$ cat src/rtl/pulpino_qsys_test_core.sv
// pulpino_qsys_test_core
// Board bring-up block for the PULPino/Qsys test system. After reset it runs a
// lamp-test boot sequence, then shows a run indicator, a heartbeat and one of
// four switch-selected LED display modes (mirror, counter, scan, invert).
//
// Ports:
//   CLOCK_50  in   1   system clock, rising edge
//   reset     in   1   asynchronous active-high reset
//   KEY       in   4   active-low keys: [1]=freeze, [2]=step, [3]=clear, [0] unused
//   SW        in   10  [9:8]=display mode, [7:0]=data
//   LEDR      out  10  [9]=heartbeat, [8]=run, [7:0]=display (all registered)
//
// state    | meaning
// ---------+-----------------------------------------------------------
// ST_RESET | held in reset, all LEDs off
// ST_BOOT  | lamp test for BOOT_CYCLES clocks (LEDR[7:0]=FF)
// ST_RUN   | run LED on, heartbeat and display modes active (terminal)
module pulpino_qsys_test_core #(
    parameter int BOOT_CYCLES   = 16,
    parameter int HEARTBEAT_DIV = 25000000,
    parameter int STEP_DIV      = 5000000
) (
    input  logic       CLOCK_50,
    input  logic       reset,
    input  logic [3:0] KEY,
    input  logic [9:0] SW,
    output logic [9:0] LEDR
);

    // Zero-valued parameters degrade to 1 so the terminal counts stay valid.
    localparam int BOOT_EFF = (BOOT_CYCLES < 1) ? 1 : BOOT_CYCLES;
    localparam int HB_EFF   = (HEARTBEAT_DIV < 1) ? 1 : HEARTBEAT_DIV;
    localparam int STEP_EFF = (STEP_DIV < 1) ? 1 : STEP_DIV;
    localparam int BOOT_W   = $clog2(BOOT_EFF) + 1;
    localparam int HB_W     = $clog2(HB_EFF + 1);
    localparam int STEP_W   = $clog2(STEP_EFF + 1);
    localparam logic [BOOT_W-1:0] BOOT_LAST = BOOT_W'(BOOT_EFF - 1);
    localparam logic [HB_W-1:0]   HB_LAST   = HB_W'(HB_EFF - 1);
    localparam logic [STEP_W-1:0] STEP_LAST = STEP_W'(STEP_EFF - 1);

    typedef enum logic [1:0] {
        ST_RESET = 2'd0,
        ST_BOOT  = 2'd1,
        ST_RUN   = 2'd2
    } state_t;

    state_t state_q, state_d;

    logic [9:0]        sw_s1, sw_s2;
    logic [2:0]        key_s1, key_s2, key_d;
    logic [2:0]        key_press;
    logic [BOOT_W-1:0] boot_cnt;
    logic [HB_W-1:0]   hb_cnt;
    logic [STEP_W-1:0] step_cnt;
    logic              hb;
    logic              run_led;
    logic [7:0]        led_disp;
    logic [7:0]        cnt;
    logic [7:0]        scan;
    logic              scan_dir;     // 0 = shifting left, 1 = shifting right
    logic              scan_dir_eff;
    logic [7:0]        disp;
    logic              run;
    logic              freeze;
    logic              clear;
    logic              div_tick;
    logic              tick;
    logic [1:0]        mode;
    logic              unused_key0;

    // KEY[0] only feeds the external reset path.
    assign unused_key0 = KEY[0];

    // Input synchronisers; key_d is one stage later for falling-edge detect.
    always_ff @(posedge CLOCK_50 or posedge reset) begin
        if (reset) begin
            sw_s1  <= '0;
            sw_s2  <= '0;
            key_s1 <= 3'b111;
            key_s2 <= 3'b111;
            key_d  <= 3'b111;
        end else begin
            sw_s1  <= SW;
            sw_s2  <= sw_s1;
            key_s1 <= KEY[3:1];
            key_s2 <= key_s1;
            key_d  <= key_s2;
        end
    end

    assign key_press = key_d & ~key_s2;
    assign run       = (state_q == ST_RUN);
    assign mode      = sw_s2[9:8];
    assign freeze    = ~key_s2[0];
    assign clear     = run & key_press[2];
    assign div_tick  = run & (step_cnt == STEP_LAST);
    assign tick      = div_tick | (run & key_press[1]);

    always_ff @(posedge CLOCK_50 or posedge reset) begin
        if (reset) state_q <= ST_RESET;
        else       state_q <= state_d;
    end

    always_comb begin
        state_d = state_q;
        case (state_q)
            ST_RESET: state_d = ST_BOOT;
            ST_BOOT:  if (boot_cnt == BOOT_LAST) state_d = ST_RUN;
            ST_RUN:   state_d = ST_RUN;
            default:  state_d = ST_RESET;
        endcase
    end

    always_ff @(posedge CLOCK_50 or posedge reset) begin
        if (reset)                  boot_cnt <= '0;
        else if (state_q == ST_BOOT) boot_cnt <= boot_cnt + 1'b1;
        else                        boot_cnt <= '0;
    end

    // Heartbeat and step divider only run in RUN, so both start from zero on entry.
    always_ff @(posedge CLOCK_50 or posedge reset) begin
        if (reset) begin
            hb_cnt <= '0;
            hb     <= 1'b0;
        end else if (!run) begin
            hb_cnt <= '0;
            hb     <= 1'b0;
        end else if (hb_cnt == HB_LAST) begin
            hb_cnt <= '0;
            hb     <= ~hb;
        end else begin
            hb_cnt <= hb_cnt + 1'b1;
        end
    end

    always_ff @(posedge CLOCK_50 or posedge reset) begin
        if (reset)                   step_cnt <= '0;
        else if (!run || clear || div_tick) step_cnt <= '0;
        else                         step_cnt <= step_cnt + 1'b1;
    end

    // Bounce at the ends regardless of the stored direction.
    always_comb begin
        scan_dir_eff = scan_dir;
        if (scan == 8'h80)      scan_dir_eff = 1'b1;
        else if (scan == 8'h01) scan_dir_eff = 1'b0;
    end

    // Clear has priority over a coincident tick.
    always_ff @(posedge CLOCK_50 or posedge reset) begin
        if (reset) begin
            cnt      <= 8'h00;
            scan     <= 8'h01;
            scan_dir <= 1'b0;
        end else if (clear) begin
            cnt      <= 8'h00;
            scan     <= 8'h01;
            scan_dir <= 1'b0;
        end else if (tick) begin
            if (mode == 2'b01) cnt <= cnt + 8'h01;
            if (mode == 2'b10) begin
                scan     <= scan_dir_eff ? (scan >> 1) : (scan << 1);
                scan_dir <= scan_dir_eff;
            end
        end
    end

    always_comb begin
        disp = sw_s2[7:0];
        case (mode)
            2'b00: disp = sw_s2[7:0];
            2'b01: disp = cnt;
            2'b10: disp = scan;
            2'b11: disp = ~sw_s2[7:0];
            default: disp = sw_s2[7:0];
        endcase
    end

    // Outputs are registered from the next state so BOOT shows FF on its first cycle.
    always_ff @(posedge CLOCK_50 or posedge reset) begin
        if (reset) begin
            led_disp <= 8'h00;
            run_led  <= 1'b0;
        end else begin
            case (state_d)
                ST_BOOT: begin
                    led_disp <= 8'hFF;
                    run_led  <= 1'b0;
                end
                ST_RUN: begin
                    run_led <= 1'b1;
                    if (!(run && freeze)) led_disp <= disp;
                end
                default: begin
                    led_disp <= 8'h00;
                    run_led  <= 1'b0;
                end
            endcase
        end
    end

    assign LEDR = {hb, run_led, led_disp};

endmodule

$ cat config.mk
export PLATFORM = sky130hd
export DESIGN_NAME = pulpino_qsys_test_core
export DESIGN_NICKNAME = d
export VERILOG_FILES = /design/src/rtl/pulpino_qsys_test_core.sv
export SDC_FILE = /design/constraint.sdc
export NUM_CORES = 1
export LEC_CHECK = 0
export CAP_MARGIN = 20
export CORE_MARGIN = 1
export CORE_UTILIZATION = 60
export CTS_CLUSTER_DIAMETER = 150
export DETAILED_ROUTE_END_ITERATION = 8
export PLACE_DENSITY = 0.78
export SLEW_MARGIN = 20
export SYNTH_ARGS = -nofsm -noshare
export SYNTH_HDL_FRONTEND = slang
export SYNTH_SLANG_ARGS = --single-unit
$ cat constraint.sdc
create_clock -name CLOCK_50 -period 4.7 [get_ports CLOCK_50]
set_input_delay 0.705 -clock CLOCK_50 [delete_from_list [all_inputs] [get_ports CLOCK_50]]
set_output_delay 0.705 -clock CLOCK_50 [all_outputs]
set_load 0.01 [all_outputs]
==> run summary, run 1 <==
The run finished with clean final reports. Ratio of routed vias to standard cells: 5.773. Ranked by total cell area, the synthesized netlist is headed by sky130_fd_sc_hd__dfrtp_1, sky130_fd_sc_hd__nor2_1, sky130_fd_sc_hd__dfstp_2. The cell depth of the worst min-delay path works out to 0. The number of nets in the synthesized netlist is 517.

The required time at the worst-slack endpoint is 4990 ps, and the HPWL after detailed placement is 6471 um. The depth of the most critical reg-to-reg path works out to 5. The number of enable-type register cells in the synthesized netlist was 0.

For this run, the register share of the synthesized area comes to 54.28%. TritonCTS built the clock tree. End of the worst hold path: sw_s2[5]. Headroom to the max-slew limit came out at 38.37%.

The max-slew violation count is 0. The detailed-router iteration count before antenna repair was 5. The tools report the number of cells produced by synthesis as 496. For the worst setup path, the data arrival time is 3100 ps. The run gives 0.0004353 W as the net switching power of the design. The first global-routing pass estimated 16330 um of wire. Post-cts gate resize count: 0. The detail route stage leaves a number of antenna-violating nets equal to 0. For this design the ratio of total power to cell area is 302.3 nW/um2. In the final design database the tool counted 533 nets.

After the first detailed-routing iteration, the DRC count stood at 133. The die boundary height is 94.13 um, and the via count of the first global-routing pass is 3415. Entering global routing, the biggest net connects 51 pins. The floorplan step set the die width to 94.13 um. The proportion of synthesized flip-flops having asynchronous set or reset came out at 100.0%. Max-cap violations in this run came to 0.

Setup repair after global routing left no endpoint under its margin. The floorplan step defined a core boundary enclosing 8217 um2. In the global route stage, overall resource usage came out at 23.89%.

Combinational cells account for 7.7% of the total power. The logs give 33 for the cell row count and 0 for the count of hold buffers inserted by post-cts repair. The number of DRC violations after detailed routing was 0; the number of buffers added by the clock tree synthesis step was 9. In this run the mean area of a mapped cell was 10.27 um2. The tools report the top-level port count as 26. Total negative setup slack: 0 ps. The global placement routability congestion is 0.8368, and the transition time at the pin with the least slew margin is 924.4 ps.

The clock drives 110 sinks. The area share of the largest cell type after synthesis was 49.63%. Clock-pin slew was measured on the worst setup and hold paths at 110 ps. The critical path is of the register to register type. For this run, the number of Yosys warnings is 0. The tools report the worst setup skew after layout as 12.95 ps. The worst reg2reg path startpoint was step_cnt[15]. The number of synthesized register bits is 110. The period utilization was 59.86%; the cell leakage power was 2.404 nW.

The wire length per cell after detailed routing works out to 15.41 um. After global routing the overflow that remains totals 0. The tools report the count of endpoints failing hold in the final timing report as 0. For the buffer count from post-CTS setup fixing, the log shows 0.

The fraction of final layout cells sized beyond drive strength 1 is 8.124%. The die covers 8860 um2. Of the total power, registers draw 60.3%. Cells fill 67.79% of the core in the end. In this run switching power makes up 25.85% of total power. The worst register-to-register path ends at cnt[4].

The number of antenna violations at the first check in global routing was 0. Across all setup checks in the final design, the least slack found is 1886 ps. For the minimum setup slack among reg-to-reg paths, the log shows 1890 ps. The fill cell total of the finished layout is 632.

Hold path startpoint: sw_s1[5]. In this run the worst path has a maximum fanout of 23. The clock period could shrink to 2814 ps.

The count of cells in the finished layout, fillers not included, comes to 622. For this run, the top clock speed supported by timing is 355.4 MHz. Area growth from synthesis to layout: 9.386%.

The H-tree was split into 3 levels. The tightest min-delay check is of the register to register type. The cell total after placement is 605. In this run the cell area measured after placement is 5386 um2. The internal power is 0.001249 W. 0 antenna diodes ended up in the layout. The synthesized design spends more area on one cell type than any other, namely sky130_fd_sc_hd__dfrtp_1. The tools report the count of vias placed by the detailed router as 3591.

The final wirelength is 9583 um, and the post-synth design cell area is 5092 um2. The count of port buffers added during placement was 24. The final setup violation count was 0; the deepest clock path buffer count was 2. The maximum vdd drop was 0.1499 mV. The tree is rooted in a sky130_fd_sc_hd__clkbuf_8. Sorting the synthesized cells by how often they occur yields sky130_fd_sc_hd__dfrtp_1, sky130_fd_sc_hd__nor2_1, sky130_fd_sc_hd__xor2_1. The critical path endpoint category is a register. Post-placement worst setup slack: 1924 ps. The tools report the post-layout instance area as 5570 um2. In this run, the clock network consumes 31.9% of the power. The tools report the startpoint type of the worst setup path as a register. The tools report the post-synthesis cell type count as 54. The starting density of the core is 61.98%. Main flop type after synthesis: sky130_fd_sc_hd__dfrtp_1. Clock latency on the worst-skew pair, taken at its later pin, is 380 ps.

In the post-synthesis netlist, the cell with the most instances is sky130_fd_sc_hd__dfrtp_1.
## layout make-up
type | count | area, um2 | area share, %
sequential | 110 | 2764 | 49.62
multi-input combinational | 354 | 2192 | 39.35
timing repair buffer | 28 | 267.8 | 4.807
tap | 105 | 131.4 | 2.358
clock buffer | 10 | 127.6 | 2.291
clock inverter | 6 | 51.30 | 0.9209
inverter | 9 | 36.28 | 0.6514
## per-stage QoR
stage,hold slack (ps),power (W)
finish,351.1,0.001684
global route,363.5,0.001761
CTS,354.8,0.001703
detailed placement,336.3,0.001165
global placement,333.6,0.001160
floorplan,331.2,0.001110
## per-layer routing
metal	wire [um]	track usage [%]	up-vias
met5	0	0	-
met4	196	9.231	0
met3	231	3.883	15
met2	4729	38.44	48
met1	4425	32.51	1764
li1	-	-	1764
## state kept, by name, summed over array words and instances, names as in the netlist, 2 cells and up
signal and count:
sw_s1 10, key_s1 3, state_q 2, scan 8, boot_cnt 5, led_disp 8
key_s2 3, cnt 8, hb_cnt 25, sw_s2 10, step_cnt 23, key_d 2
## cell usage in the layout, fill, tap and decap left out, types with 11 or more instances in the layout
cell type                           n
sky130_fd_sc_hd__nor2_1            65
sky130_fd_sc_hd__nor2b_1           19
sky130_fd_sc_hd__nand4_1           13
sky130_fd_sc_hd__xor2_1            27
sky130_fd_sc_hd__nand2_1           24
sky130_fd_sc_hd__dfrtp_1          101
sky130_fd_sc_hd__nor4_1            11
sky130_fd_sc_hd__and3_1            14
sky130_fd_sc_hd__a21oi_1           25
sky130_fd_sc_hd__nand3_1           21
sky130_fd_sc_hd__o21ai_0           17
sky130_fd_sc_hd__clkdlybuf4s50_1   24
sky130_fd_sc_hd__xnor2_1           19
## logic make-up after synthesis
logic type / count (synthesis) / synth area share (%)
multiplexers: 7 / 1.376
flip-flops: 110 / 54.28
XOR/XNOR: 46 / 7.912
buffers and inverters: 32 / 2.678
adder cells (fa/ha/maj): 5 / 1.229
AND/OR/NAND/NOR: 211 / 21.84
AO/OA/AOI/OAI: 85 / 10.69
## power groups by stage
stage / clock network (W) / logic [W] / registers, W
global placement: 0 / 0.000127 / 0.00103
detailed placement: 0 / 0.000130 / 0.00103
floorplan: 0 / 0.0000848 / 0.00103
CTS: 0.000555 / 0.000132 / 0.00102
finish: 0.000538 / 0.000130 / 0.00102
global route: 0.000593 / 0.000147 / 0.00102
## critical path, stage by stage (launching register included)
cell and delay, ps:
sky130_fd_sc_hd__dfrtp_1 450, sky130_fd_sc_hd__or4b_1 540, sky130_fd_sc_hd__or4_4 520, sky130_fd_sc_hd__o21ba_1 450, sky130_fd_sc_hd__or4_1 600, sky130_fd_sc_hd__a21oi_1 160
## worst max path at each step
| stage | start | cells past startpoint | slack, ps | endpoint |
|---|---|---|---|---|
| 4_1_cts | step_cnt[15] | 5 | 1900 | cnt[4] |
| 6_report | step_cnt[15] | 5 | 1890 | cnt[4] |
| 3_3_place_gp | step_cnt[17] | 5 | 2020 | cnt[7] |
| 5_1_grt | step_cnt[15] | 5 | 1760 | cnt[6] |
| 3_5_place_dp | step_cnt[15] | 5 | 1920 | cnt[4] |
| 2_1_floorplan | reset | 1 | 1110 | boot_cnt[0] |
(Power assumes the default switching activity.)
==> run 2, diff against run 1 <==
==> constraint.sdc (replaced) <==
create_clock -name CLOCK_50 -period 2.62 [get_ports CLOCK_50]
set_input_delay 0.393 -clock CLOCK_50 [delete_from_list [all_inputs] [get_ports CLOCK_50]]
set_output_delay 0.393 -clock CLOCK_50 [all_outputs]
set_load 0.01 [all_outputs]
==> run summary, run 2 (synthesis results as in run 1) <==
Global routing used 24.86% of the available tracks. The net count reported at finish was 544; the cell depth of the worst min-delay path was 0. The flow ran to the end, and the final reports show no timing, DRC or antenna violations.

The logs give 0 for the count of endpoints failing hold in the final timing report and 0.002357 W for the internal power. The logs give 0.4343 mV for the maximum vdd drop and 0 for the max-slew violation count. The sequential cell area is 2764 um2, and the cell row count is 33.

For this design, the sink count on the clock tree is 110. Of the available clock period, the critical path in the final layout requires 95.53%. No sink is reached through more buffers than the 2 on the longest clock path.

Counting both buffers and inverters, the worst setup path holds a total of 0. The setup slack of the critical path after layout was 117.0 ps. TritonCTS built the clock tree.

Traced cell by cell, the critical path runs through or4b_1, or4_4, o21ba_4, or4_1, a21oi_1. The library cell used most frequently in the layout, excluding fill and tap cells, is sky130_fd_sc_hd__dfrtp_1. Data on the critical path is required at its endpoint by 2910 ps.

Summed over all nets, the half-perimeter wirelength after detailed placement is 6776 um. The area growth from synthesis to layout is 11.99%. The shortest period the worst path allows was 2503 ps; the maximum number of pins on one net before global-route repair was 111. The total area inside the core boundary comes to 8217 um2.

In this run the number of H-tree levels came out at 3. The final antenna diode count is 0, and the critical path depth is 5. Max-cap violations in this run came to 0.

The clock arrives with 9.492 ps of skew. Critical path endpoint category: a register. The clock slew seen by the registers of the worst setup and hold paths is 100 ps, and the max-slew headroom at the worst pin is 61.03%.

The tools report the clock root buffer master as sky130_fd_sc_hd__clkbuf_8. The global route total overflow was 0. Counting flops per register, the top entry is hb_cnt.

After detailed routing, the number of remaining DRC violations is 0. Buffers placed on the I/O ports in this run total 24. In the layout the commonest cells are sky130_fd_sc_hd__dfrtp_1, sky130_fd_sc_hd__nor2_1, sky130_fd_sc_hd__xor2_1, sky130_fd_sc_hd__a21oi_1. Startpoint type of the worst setup path: a register. Transition time at the pin with the least slew margin: 584.6 ps. Setup violations remaining at the end of the flow were counted as 0.

Family with the most delay on the worst path: simple AND/OR/NAND/NOR gates. The ratio of routed vias to standard cells is 5.801. The largest registers in the layout are hb_cnt x25, step_cnt x23. The floorplan step defined a die boundary enclosing 8860 um2. By startpoint and endpoint, the worst setup path is classified as register to register.

The switching part of the total power is 24.12%, and the total negative setup slack is 0 ps. The later pin in the worst-skew pair is clocked with a latency of 380 ps. The fraction of final layout cells sized beyond drive strength 1 came out at 10.42%. Power spread over the standard cell area amounts to 544.7 nW/um2.

The tools report the area used by multi-input combinational logic as 2198 um2. Setup repair after global routing left no endpoint under its margin. The logs give 5 for the detailed-router iteration count before antenna repair and 0 for the buffer count from post-CTS setup fixing. On the critical path, the stage with the largest delay is an instance of sky130_fd_sc_hd__or4_4.

Wire length per cell after detailed routing: 15.59 um. Largest incremental delay on the critical path: 530 ps. The via count of the first global-routing pass was 3569. The clock network accounts for 33.5% of the total power. The filler cells instantiated in the layout total 621. For the global placement routability congestion, the log shows 0.8372. The top-level port count is 26. Across all layers, the routed design uses 3672 vias. The width of the die works out to 94.13 um. In this run the static leakage power is 2.471 nW. The peak fanout along the critical path was 11; the combinational share of power was 8.0%. The logs give 145 for the detailed router's first-iteration violation count and 16790 um for the global-route wire length before repair. Net switching power of the design: 0.0007491 W. Clock tree synthesis inserted a total of 9 buffers. The depth of the most critical reg-to-reg path was 5. The logs give 74.32 ps for the post-placement worst setup slack and 61.98% for the starting density of the core. For the worst endpoint data arrival time, the log shows 2800 ps. The worst hold path belongs to the class register to register.

The run gives 399.5 MHz as the upper clock frequency limit. Flip-flop count of the largest register after layout: 25. The logs give 9867 um for the final wirelength and 0 for the number of antenna violations at the first check in global routing.

The die boundary height was 94.13 um; the remaining number of nets flagged by the antenna check after routing was 0. The register share of total power was 58.5%.
[run 2: changes by cell type in the layout (fill, tap and decap cells not counted), sizes merged]
cell and delta:
clkinv +1, buf +12, clkbuf -1, inv -4
clkinvlp +2, bufinv +1
[run 2: through the flow]
stage | utilization, % | instance area, um2 | power (W) | hold WS [ps] | instances
floorplan | - | 5096 | 0.001992 | 331.2 | 496
global placement | 66.82 | 5490 | 0.002090 | 333.8 | 617
detailed placement | 66.82 | 5490 | 0.002100 | 334.7 | 617
CTS | 69.33 | 5697 | 0.003138 | 359.1 | 633
global route | 69.41 | 5703 | 0.003242 | 367.0 | 633
finish | 69.41 | 5703 | 0.003106 | 356.5 | 633
[run 2: final timing paths]
| check | startpoint | to | slack [ps] |
|---|---|---|---|
| setup / recovery | step_cnt[16] | cnt[4] | 120 |
| hold / removal | sw_s1[4] | sw_s2[4] | 360 |
| setup reg to reg | step_cnt[16] | cnt[4] | 120 |
| hold reg to reg | sw_s1[4] | sw_s2[4] | 360 |
| max in group asynchronous | reset | step_cnt[7] | 1660 |
| min in group asynchronous | reset | scan_dir | 510 |
[run 2: cell type report]
class / count / share of cell area, %
Clock inverter: 6 / 1.207
Inverter: 9 / 0.6582
Multi-Input combinational cell: 354 / 38.55
Tap cell: 105 / 2.304
Clock buffer: 10 / 2.413
Sequential cell: 110 / 48.46
Timing Repair Buffer: 39 / 6.406
[run 2: timing repair]
item                       in CTS  in global routing
hold endpoints to repair        0                  0
gates resized for setup         0                  2
setup endpoints to repair       0                  6
hold buffers                    0                  0
[run 2: metal layers]
metal | track usage [%] | vias to the layer above | share of wire, %
li1 | - | 1785 | -
met1 | 31.49 | 1801 | 44
met2 | 41.85 | 61 | 50
met3 | 5.178 | 25 | 2.8
met4 | 9.487 | 0 | 2.8
met5 | 0 | - | 0
[run 2: power groups by stage]
stage	sequential (W)	clock (W)	combinational, W
after floorplan	0.00184	0	0.000153
after global placement	0.00185	0	0.000244
after detailed placement	0.00185	0	0.000251
after CTS	0.00182	0.00107	0.000252
after global routing	0.00182	0.00114	0.000280
final	0.00182	0.00104	0.000249
